`src/rtl/hilo_sequencer_if.sv`:
```
// ---------------------------------------------------------------------------
// hilo_sequencer_if
//  Bundles every non-clock/reset signal of the HI/LO sequencer.
//  The master side is the pipeline plus the integer ALU result path; the
//  slave side is the sequencer itself.
//
//  Signals
//   start   master->slave  1   request, sampled only while the sequencer idles
//   op      master->slave  3   000 MULT, 001 MULTU, 010 DIV, 011 DIVU,
//                              100 MTHI, 101 MTLO, 11x reserved
//   a       master->slave  32  rs operand
//   b       master->slave  32  rt operand
//   alu_hi  master->slave  32  ALU hi result
//   alu_lo  master->slave  32  ALU lo result
//   alu_a   slave->master  32  latched operand a towards the ALU
//   alu_b   slave->master  32  latched operand b towards the ALU
//   alu_op  slave->master  4   ALU opcode, 4'b0000 outside of a multiply
//   busy    slave->master  1   operation in flight, stalls the pipeline
//   done    slave->master  1   one-cycle pulse after a mult/div HI/LO write
//   hi      slave->master  32  architectural HI
//   lo      slave->master  32  architectural LO
// ---------------------------------------------------------------------------
interface hilo_sequencer_if;
    logic        start;
    logic [2:0]  op;
    logic [31:0] a;
    logic [31:0] b;
    logic [31:0] alu_hi;
    logic [31:0] alu_lo;
    logic [31:0] alu_a;
    logic [31:0] alu_b;
    logic [3:0]  alu_op;
    logic        busy;
    logic        done;
    logic [31:0] hi;
    logic [31:0] lo;

    modport master (
        output start, op, a, b, alu_hi, alu_lo,
        input  alu_a, alu_b, alu_op, busy, done, hi, lo
    );

    modport slave (
        input  start, op, a, b, alu_hi, alu_lo,
        output alu_a, alu_b, alu_op, busy, done, hi, lo
    );
endinterface

```
`src/rtl/hilo_sequencer.sv`:
```
// ---------------------------------------------------------------------------
// hilo_sequencer
//  Multi-cycle HI/LO controller for the integer ALU. Owns the architectural
//  HI/LO registers and executes MULT/MULTU (through the external ALU
//  multiply path), DIV/DIVU (32-step restoring divider) and MTHI/MTLO.
//  While a mult/div is in flight busy is high; a one-cycle done pulse
//  follows every mult/div HI/LO write.
//
//  Parameters
//   MUL_LAT  cycles the ALU multiply opcode is held before capture (1..15)
//
//  Ports
//   clk    in   rising-edge clock
//   rst_n  in   asynchronous active-low reset
//   bus    slave modport of hilo_sequencer_if (request, operands, ALU
//          handshake, busy/done, architectural hi/lo)
//
//  Configuration
//   HILO_DIV_EN  defined: divider datapath plus DIV and FIX states.
//                undefined: no divider logic; DIV/DIVU are ignored like
//                reserved opcodes.
//
//  Timing (E0 = edge that accepts start in IDLE)
//   MULT/MULTU : HI/LO written at E0+MUL_LAT, done high the cycle after.
//   DIV/DIVU   : 32 steps at E0+1..E0+32, HI/LO written at E0+33.
//   MTHI/MTLO  : written at E0, no busy, no done.
// ---------------------------------------------------------------------------
module hilo_sequencer #(
    parameter int MUL_LAT = 2
) (
    input  logic            clk,
    input  logic            rst_n,
    hilo_sequencer_if.slave bus
);

    localparam logic [2:0] OP_MULT   = 3'b000;
    localparam logic [2:0] OP_MULTU  = 3'b001;
    localparam logic [2:0] OP_MTHI   = 3'b100;
    localparam logic [2:0] OP_MTLO   = 3'b101;

    localparam logic [3:0] ALU_NOP   = 4'b0000;
    localparam logic [3:0] ALU_MULT  = 4'b0110;
    localparam logic [3:0] ALU_MULTU = 4'b0111;

    // count runs 0..MUL_LAT-1 while multiplying; capture happens on the edge
    // that sees the last value, which is edge E0+MUL_LAT.
    localparam logic [4:0] MUL_LAST  = 5'(MUL_LAT - 1);

    typedef enum logic [1:0] {
        ST_IDLE = 2'b00,
        ST_MUL  = 2'b01,
        ST_DIV  = 2'b10,
        ST_FIX  = 2'b11
    } state_t;

    state_t      state_r;
    logic [4:0]  count_r;
    logic [31:0] alu_a_r;
    logic [31:0] alu_b_r;
    logic [3:0]  alu_op_r;
    logic        busy_r;
    logic        done_r;
    logic [31:0] hi_r;
    logic [31:0] lo_r;

`ifdef HILO_DIV_EN
    localparam logic [2:0] OP_DIV  = 3'b010;
    localparam logic [2:0] OP_DIVU = 3'b011;

    // Divider datapath: quot_r starts as the dividend magnitude and the
    // quotient bits shift in from the right as the dividend shifts out.
    logic [31:0] rem_r;
    logic [31:0] quot_r;
    logic [31:0] divisor_r;
    logic        neg_quot_r;
    logic        neg_rem_r;

    logic [32:0] div_shift_s;
    logic [32:0] div_trial_s;
    logic        div_fits_s;
    logic [31:0] quot_fixed_s;
    logic [31:0] rem_fixed_s;

    function automatic logic [31:0] neg32(input logic [31:0] v);
        return ~v + 32'd1;
    endfunction

    // 32'h80000000 maps onto itself, which is the correct unsigned magnitude.
    function automatic logic [31:0] abs32(input logic [31:0] v);
        return v[31] ? neg32(v) : v;
    endfunction

    // One restoring step plus the final sign correction of quotient/remainder.
    always_comb begin
        div_shift_s  = {rem_r, quot_r[31]};
        // The remainder stays below the divisor, so the shifted value is
        // below twice the divisor and bit 32 of a 33-bit difference is a
        // reliable borrow. A zero divisor never borrows; it is patched in FIX.
        div_trial_s  = div_shift_s - {1'b0, divisor_r};
        div_fits_s   = ~div_trial_s[32];
        quot_fixed_s = neg_quot_r ? neg32(quot_r) : quot_r;
        rem_fixed_s  = neg_rem_r  ? neg32(rem_r)  : rem_r;
    end
`endif

    // Sequencer state, operand latches, divider registers and HI/LO.
    always_ff @(posedge clk or negedge rst_n) begin
        if (!rst_n) begin
            state_r    <= ST_IDLE;
            count_r    <= 5'd0;
            alu_a_r    <= 32'd0;
            alu_b_r    <= 32'd0;
            alu_op_r   <= ALU_NOP;
            busy_r     <= 1'b0;
            done_r     <= 1'b0;
            hi_r       <= 32'd0;
            lo_r       <= 32'd0;
`ifdef HILO_DIV_EN
            rem_r      <= 32'd0;
            quot_r     <= 32'd0;
            divisor_r  <= 32'd0;
            neg_quot_r <= 1'b0;
            neg_rem_r  <= 1'b0;
`endif
        end else begin
            // done is a single-cycle pulse; only a HI/LO write raises it.
            done_r <= 1'b0;
            case (state_r)
                ST_IDLE: begin
                    if (bus.start) begin
                        case (bus.op)
                            OP_MULT, OP_MULTU: begin
                                alu_a_r  <= bus.a;
                                alu_b_r  <= bus.b;
                                alu_op_r <= (bus.op == OP_MULT) ? ALU_MULT : ALU_MULTU;
                                count_r  <= 5'd0;
                                busy_r   <= 1'b1;
                                state_r  <= ST_MUL;
                            end
`ifdef HILO_DIV_EN
                            OP_DIV: begin
                                quot_r     <= abs32(bus.a);
                                divisor_r  <= abs32(bus.b);
                                rem_r      <= 32'd0;
                                neg_quot_r <= bus.a[31] ^ bus.b[31];
                                neg_rem_r  <= bus.a[31];
                                count_r    <= 5'd0;
                                busy_r     <= 1'b1;
                                state_r    <= ST_DIV;
                            end
                            OP_DIVU: begin
                                quot_r     <= bus.a;
                                divisor_r  <= bus.b;
                                rem_r      <= 32'd0;
                                neg_quot_r <= 1'b0;
                                neg_rem_r  <= 1'b0;
                                count_r    <= 5'd0;
                                busy_r     <= 1'b1;
                                state_r    <= ST_DIV;
                            end
`endif
                            OP_MTHI: begin
                                hi_r <= bus.a;
                            end
                            OP_MTLO: begin
                                lo_r <= bus.a;
                            end
                            default: begin
                                // Reserved (and, without the divider, DIV/DIVU):
                                // no architectural effect.
                            end
                        endcase
                    end
                end

                ST_MUL: begin
                    if (count_r == MUL_LAST) begin
                        hi_r     <= bus.alu_hi;
                        lo_r     <= bus.alu_lo;
                        alu_op_r <= ALU_NOP;
                        busy_r   <= 1'b0;
                        done_r   <= 1'b1;
                        state_r  <= ST_IDLE;
                    end else begin
                        count_r  <= count_r + 5'd1;
                    end
                end

`ifdef HILO_DIV_EN
                ST_DIV: begin
                    rem_r   <= div_fits_s ? div_trial_s[31:0] : div_shift_s[31:0];
                    quot_r  <= {quot_r[30:0], div_fits_s};
                    count_r <= count_r + 5'd1;
                    if (count_r == 5'd31) begin
                        state_r <= ST_FIX;
                    end else begin
                        state_r <= ST_DIV;
                    end
                end

                ST_FIX: begin
                    // With a zero divisor the remainder register ends up
                    // holding the dividend magnitude, so after the sign fix
                    // hi already equals the original a; only lo is forced.
                    lo_r    <= (divisor_r == 32'd0) ? 32'hFFFF_FFFF : quot_fixed_s;
                    hi_r    <= rem_fixed_s;
                    busy_r  <= 1'b0;
                    done_r  <= 1'b1;
                    state_r <= ST_IDLE;
                end
`endif

                default: begin
                    state_r  <= ST_IDLE;
                    count_r  <= 5'd0;
                    alu_op_r <= ALU_NOP;
                    busy_r   <= 1'b0;
                end
            endcase
        end
    end

    assign bus.alu_a  = alu_a_r;
    assign bus.alu_b  = alu_b_r;
    assign bus.alu_op = alu_op_r;
    assign bus.busy   = busy_r;
    assign bus.done   = done_r;
    assign bus.hi     = hi_r;
    assign bus.lo     = lo_r;

endmodule

```
`src/flat_wrapper.sv`:
```
// flat-port wrapper written by rule: the top's interface ports become plain ports
module hilo_sequencer_flat 
#(
    parameter int MUL_LAT = 2
)
  (clk, rst_n, bus_start, bus_op, bus_a, bus_b, bus_alu_hi, bus_alu_lo, bus_alu_a, bus_alu_b, bus_alu_op, bus_busy, bus_done, bus_hi, bus_lo);
  hilo_sequencer_if bus_i ();
  input  logic clk;
  input  logic rst_n;
  input wire logic [$bits(bus_i.start)-1:0] bus_start;
  input wire logic [$bits(bus_i.op)-1:0] bus_op;
  input wire logic [$bits(bus_i.a)-1:0] bus_a;
  input wire logic [$bits(bus_i.b)-1:0] bus_b;
  input wire logic [$bits(bus_i.alu_hi)-1:0] bus_alu_hi;
  input wire logic [$bits(bus_i.alu_lo)-1:0] bus_alu_lo;
  output wire logic [$bits(bus_i.alu_a)-1:0] bus_alu_a;
  output wire logic [$bits(bus_i.alu_b)-1:0] bus_alu_b;
  output wire logic [$bits(bus_i.alu_op)-1:0] bus_alu_op;
  output wire logic [$bits(bus_i.busy)-1:0] bus_busy;
  output wire logic [$bits(bus_i.done)-1:0] bus_done;
  output wire logic [$bits(bus_i.hi)-1:0] bus_hi;
  output wire logic [$bits(bus_i.lo)-1:0] bus_lo;
  assign bus_i.start = bus_start;
  assign bus_i.op = bus_op;
  assign bus_i.a = bus_a;
  assign bus_i.b = bus_b;
  assign bus_i.alu_hi = bus_alu_hi;
  assign bus_i.alu_lo = bus_alu_lo;
  assign bus_alu_a = bus_i.alu_a;
  assign bus_alu_b = bus_i.alu_b;
  assign bus_alu_op = bus_i.alu_op;
  assign bus_busy = bus_i.busy;
  assign bus_done = bus_i.done;
  assign bus_hi = bus_i.hi;
  assign bus_lo = bus_i.lo;
  hilo_sequencer #(.MUL_LAT(MUL_LAT)) u_core (.clk(clk), .rst_n(rst_n), .bus(bus_i));
endmodule
```
`config.mk`:
```
export PLATFORM = sky130hd
export DESIGN_NAME = hilo_sequencer_flat
export DESIGN_NICKNAME = d
export VERILOG_FILES = /design/src/rtl/hilo_sequencer_if.sv /design/src/rtl/hilo_sequencer.sv /design/src/flat_wrapper.sv
export SDC_FILE = /design/constraint.sdc
export NUM_CORES = 1
export LEC_CHECK = 0
export ABC_AREA = 1
export CORE_MARGIN = 8
export CORE_UTILIZATION = 46
export DETAILED_ROUTE_END_ITERATION = 6
export PLACE_DENSITY = 0.84
export RECOVER_POWER = 50
export SYNTH_ARGS = -nofsm -noshare
export SYNTH_HDL_FRONTEND = slang
export SYNTH_SLANG_ARGS = --single-unit
export TNS_END_PERCENT = 100
```
`constraint.sdc`:
```
create_clock -name clk -period 2.8 [get_ports clk]
set_clock_uncertainty 0.2 [all_clocks]
set_input_delay 0.56 -clock clk [delete_from_list [all_inputs] [get_ports clk]]
set_output_delay 0.56 -clock clk [all_outputs]
set_load 0.02 [all_outputs]
```
==> run metrics <==
number of cells on the worst hold path 2; Place WS just under 0.5 ns; fraction of layout cells with a size suffix above 1 0.05429; Final ANT Viol Nets 0; Reg2Reg Setup Slack roughly 0.48 ns; R2R cell count 5; n_diodes 0; die height around 130 um; Synth Register Bits between 100 and 150; Syn Nets a little over 900; DRC 0; top post-synthesis cells by count 428 x nand2_1, 137 x nand3_1, 136 x dfrtp_1; Mapped Area slightly above 6000 um^2; Req. time, crit path 2.86 ns; CTS sink cnt approximately 140; CTS tree done; HPWL Detailed between 15,000 and 20,000 um; Yosys top cell area share 0.5522; Worst slew margin 0.2179; row cnt 42; Synth Warn # 0; worst skew pair latency just over 0.4 ns; register area share after synthesis 0.5522; Worst-Margin Slew roughly 1.2 ns; Core Util, Final 0.7241; maxcap violations 0; GRT overflow 0; Worst Hold End u_core.bus.alu_a[12]; pin count of the biggest net entering global routing 50; WL/cell 17.35 um; Nets 1,174; drt initial violations 476; Worst IR Drop VDD around 0.52 mV; RR Startpoint u_core.bus.alu_op[1]; Buffers on Ports 266; post-synthesis async set-or-reset flop share 1.000; Post-synth EDFFs 0; initial antenna violation count 0; Hold Path Class reg2reg; period utilization 0.8848; Max Transition Viols Final 0; post-CTS sizing 0; Pwr Density around 1100 nW/um^2; crit path DAT about 2.5 ns; post-synth top area cell dfrtp_1; startpoint types input port; RSZ-0062 raised after global routing no; Final GP Congestion 0.8348; TritonCTS buffer count 17; Yosys cell types 20; Detailed Routing Iterations Pass 1 7; routed vias/inst a little over 5; status complete, no violations; Core Box Area around 13,000 um^2; Finished Layout Cells 1,226; setup_tns 0 ns; H-tree depth 4; Tmin final 2.477 ns; count leader, synth nand2_1; vias roughly 6,300; dominant synthesized flop cell dfrtp_1; Crit Path Category in2reg; fin worst setup slack between 0.3 and 0.4 ns; Tot GR Track Use 0.2488; vias in the first global route 6,379; CP Capture Type flip-flop; FF-to-FF End u_core.bus.alu_op[0]; Worst-path clk slew ~0.060 ns; CTS Root Cell clkbuf_16; die area between 15,000 and 20,000 um^2; Final Power roughly 11 mW; Ports about 270; Syn Area/Cell between 7 and 8 um^2; leak pwr around 4.8 nW; hold path startpoint u_core.bus.alu_a[12]; final setup fails 0; Peak Freq between 0.4 and 0.5 GHz; peak fanout along the critical path 38; Gate Count Post-Synth between 700 and 800; first-pass GRT wire length 34,470 um; total wire length 21,270 um; initial cell density of the core 0.4673; die width between 100 and 150 um; Inst Count DP roughly 1,200; Max Root-Sink Buffers 2; top post-synthesis cells by area dfrtp_1 55%, nand2_1 26%, nand3_1 11%, buf_2 1.7%, clkbuf_1 1.2%; Final Hold Fails 0; area grow syn2layout 54.95%
==> flip-flops by register name, summed over array words and instances (netlist names) <==
signal and cells:
u_core.bus.alu_a 32, u_core.bus.alu_b 32, u_core.bus.hi 32, u_core.bus.lo 32, u_core.count_r 5, u_core.bus.alu_op 2, u_core.bus.done 1
==> where the power goes <==
part	switching [mW]	internal [mW]
clock network	0.814	1.53
logic	2.96	2.26
registers	0.529	2.82
==> layer usage <==
layer / global-route usage / up-vias / wire (um)
li1: - / 2974 / -
met1: 0.3016 / 2910 / 8649
met2: 0.3913 / 326 / 9883
met3: 0.09642 / 44 / 2149
met4: 0.09892 / 0 / 589
met5: 0 / - / 0
==> final cells by class <==
cell class	count	area, um^2
clock buffers	22	464.2
repair buffers	289	2848
fillers	1007	3640
flip-flops and latches	136	3405
well taps	176	220.2
inverters	8	30.03
multi-input cells	586	2436
clock inverters	9	147.6
==> layout by cell type, fill, tap and decap left out <==
cell	count
buf_12	2
buf_4	16
bufinv_16	4
clkbuf_1	3
clkbuf_16	17
clkbuf_2	5
clkbuf_8	2
clkdlybuf4s50_1	264
clkinv_2	4
clkinvlp_4	1
conb_1	1
dfrtp_1	135
dfrtp_2	1
dlygate4sd3_1	2
ha_1	2
inv_1	8
nand2_1	428
nand2_2	2
nand3_1	138
nand3_2	2
nand3b_1	2
nand4_1	2
nor2_1	5
nor2_4	1
nor3b_1	1
o21ai_0	1
o21bai_1	1
==> worst max-delay path, stage by stage <==
cell and delay [ns]:
dlygate4sd3_1 0.52, inv_1 0.04, nor2_1 0.34, nand2_1 0.16
clkbuf_2 0.56, nand3_1 0.24, o21ai_0 0.10
==> stage by stage <==
stage	instance area (um^2)	hold slack (ns)
after global placement	8972	0.2519
after CTS	9594	0.2715
final	9550	0.2682
after floorplan	6163	0.06441
after detailed placement	8972	0.2575
after global routing	9550	0.2843
==> how the worst max path moves through the flow <==
stage                               startpoint                   end  slack, ns  cells after the start
final                                bus_start  u_core.bus.alu_op[0]       0.32                      7
after global routing                     rst_n     u_core.bus.lo[15]       0.18                      3
after CTS                 u_core.bus.alu_op[1]              bus_busy       0.39                      1
after detailed placement             bus_op[2]     u_core.bus.hi[23]       0.49                      8
after global placement               bus_op[2]     u_core.bus.lo[17]       0.52                      8
after floorplan              u_core.count_r[1]      u_core.bus.hi[0]       1.21                      9
==> logic make-up after synthesis <==
family	after synthesis	share of synthesized area
AO/OA/AOI/OAI	2	0.002030
adder cells (fa/ha/maj)	2	0.004059
AND/OR/NAND/NOR	581	0.3894
buffers and inverters	62	0.05177
flip-flops	136	0.5522
other	1	0.0006084
==> what timing repair did <==
action / CTS / global route
setup buffers: 0 / 0
hold buffers: 1 / 0
hold endpoints to repair: 43 / 0
Power figures use the tool's default switching activity.
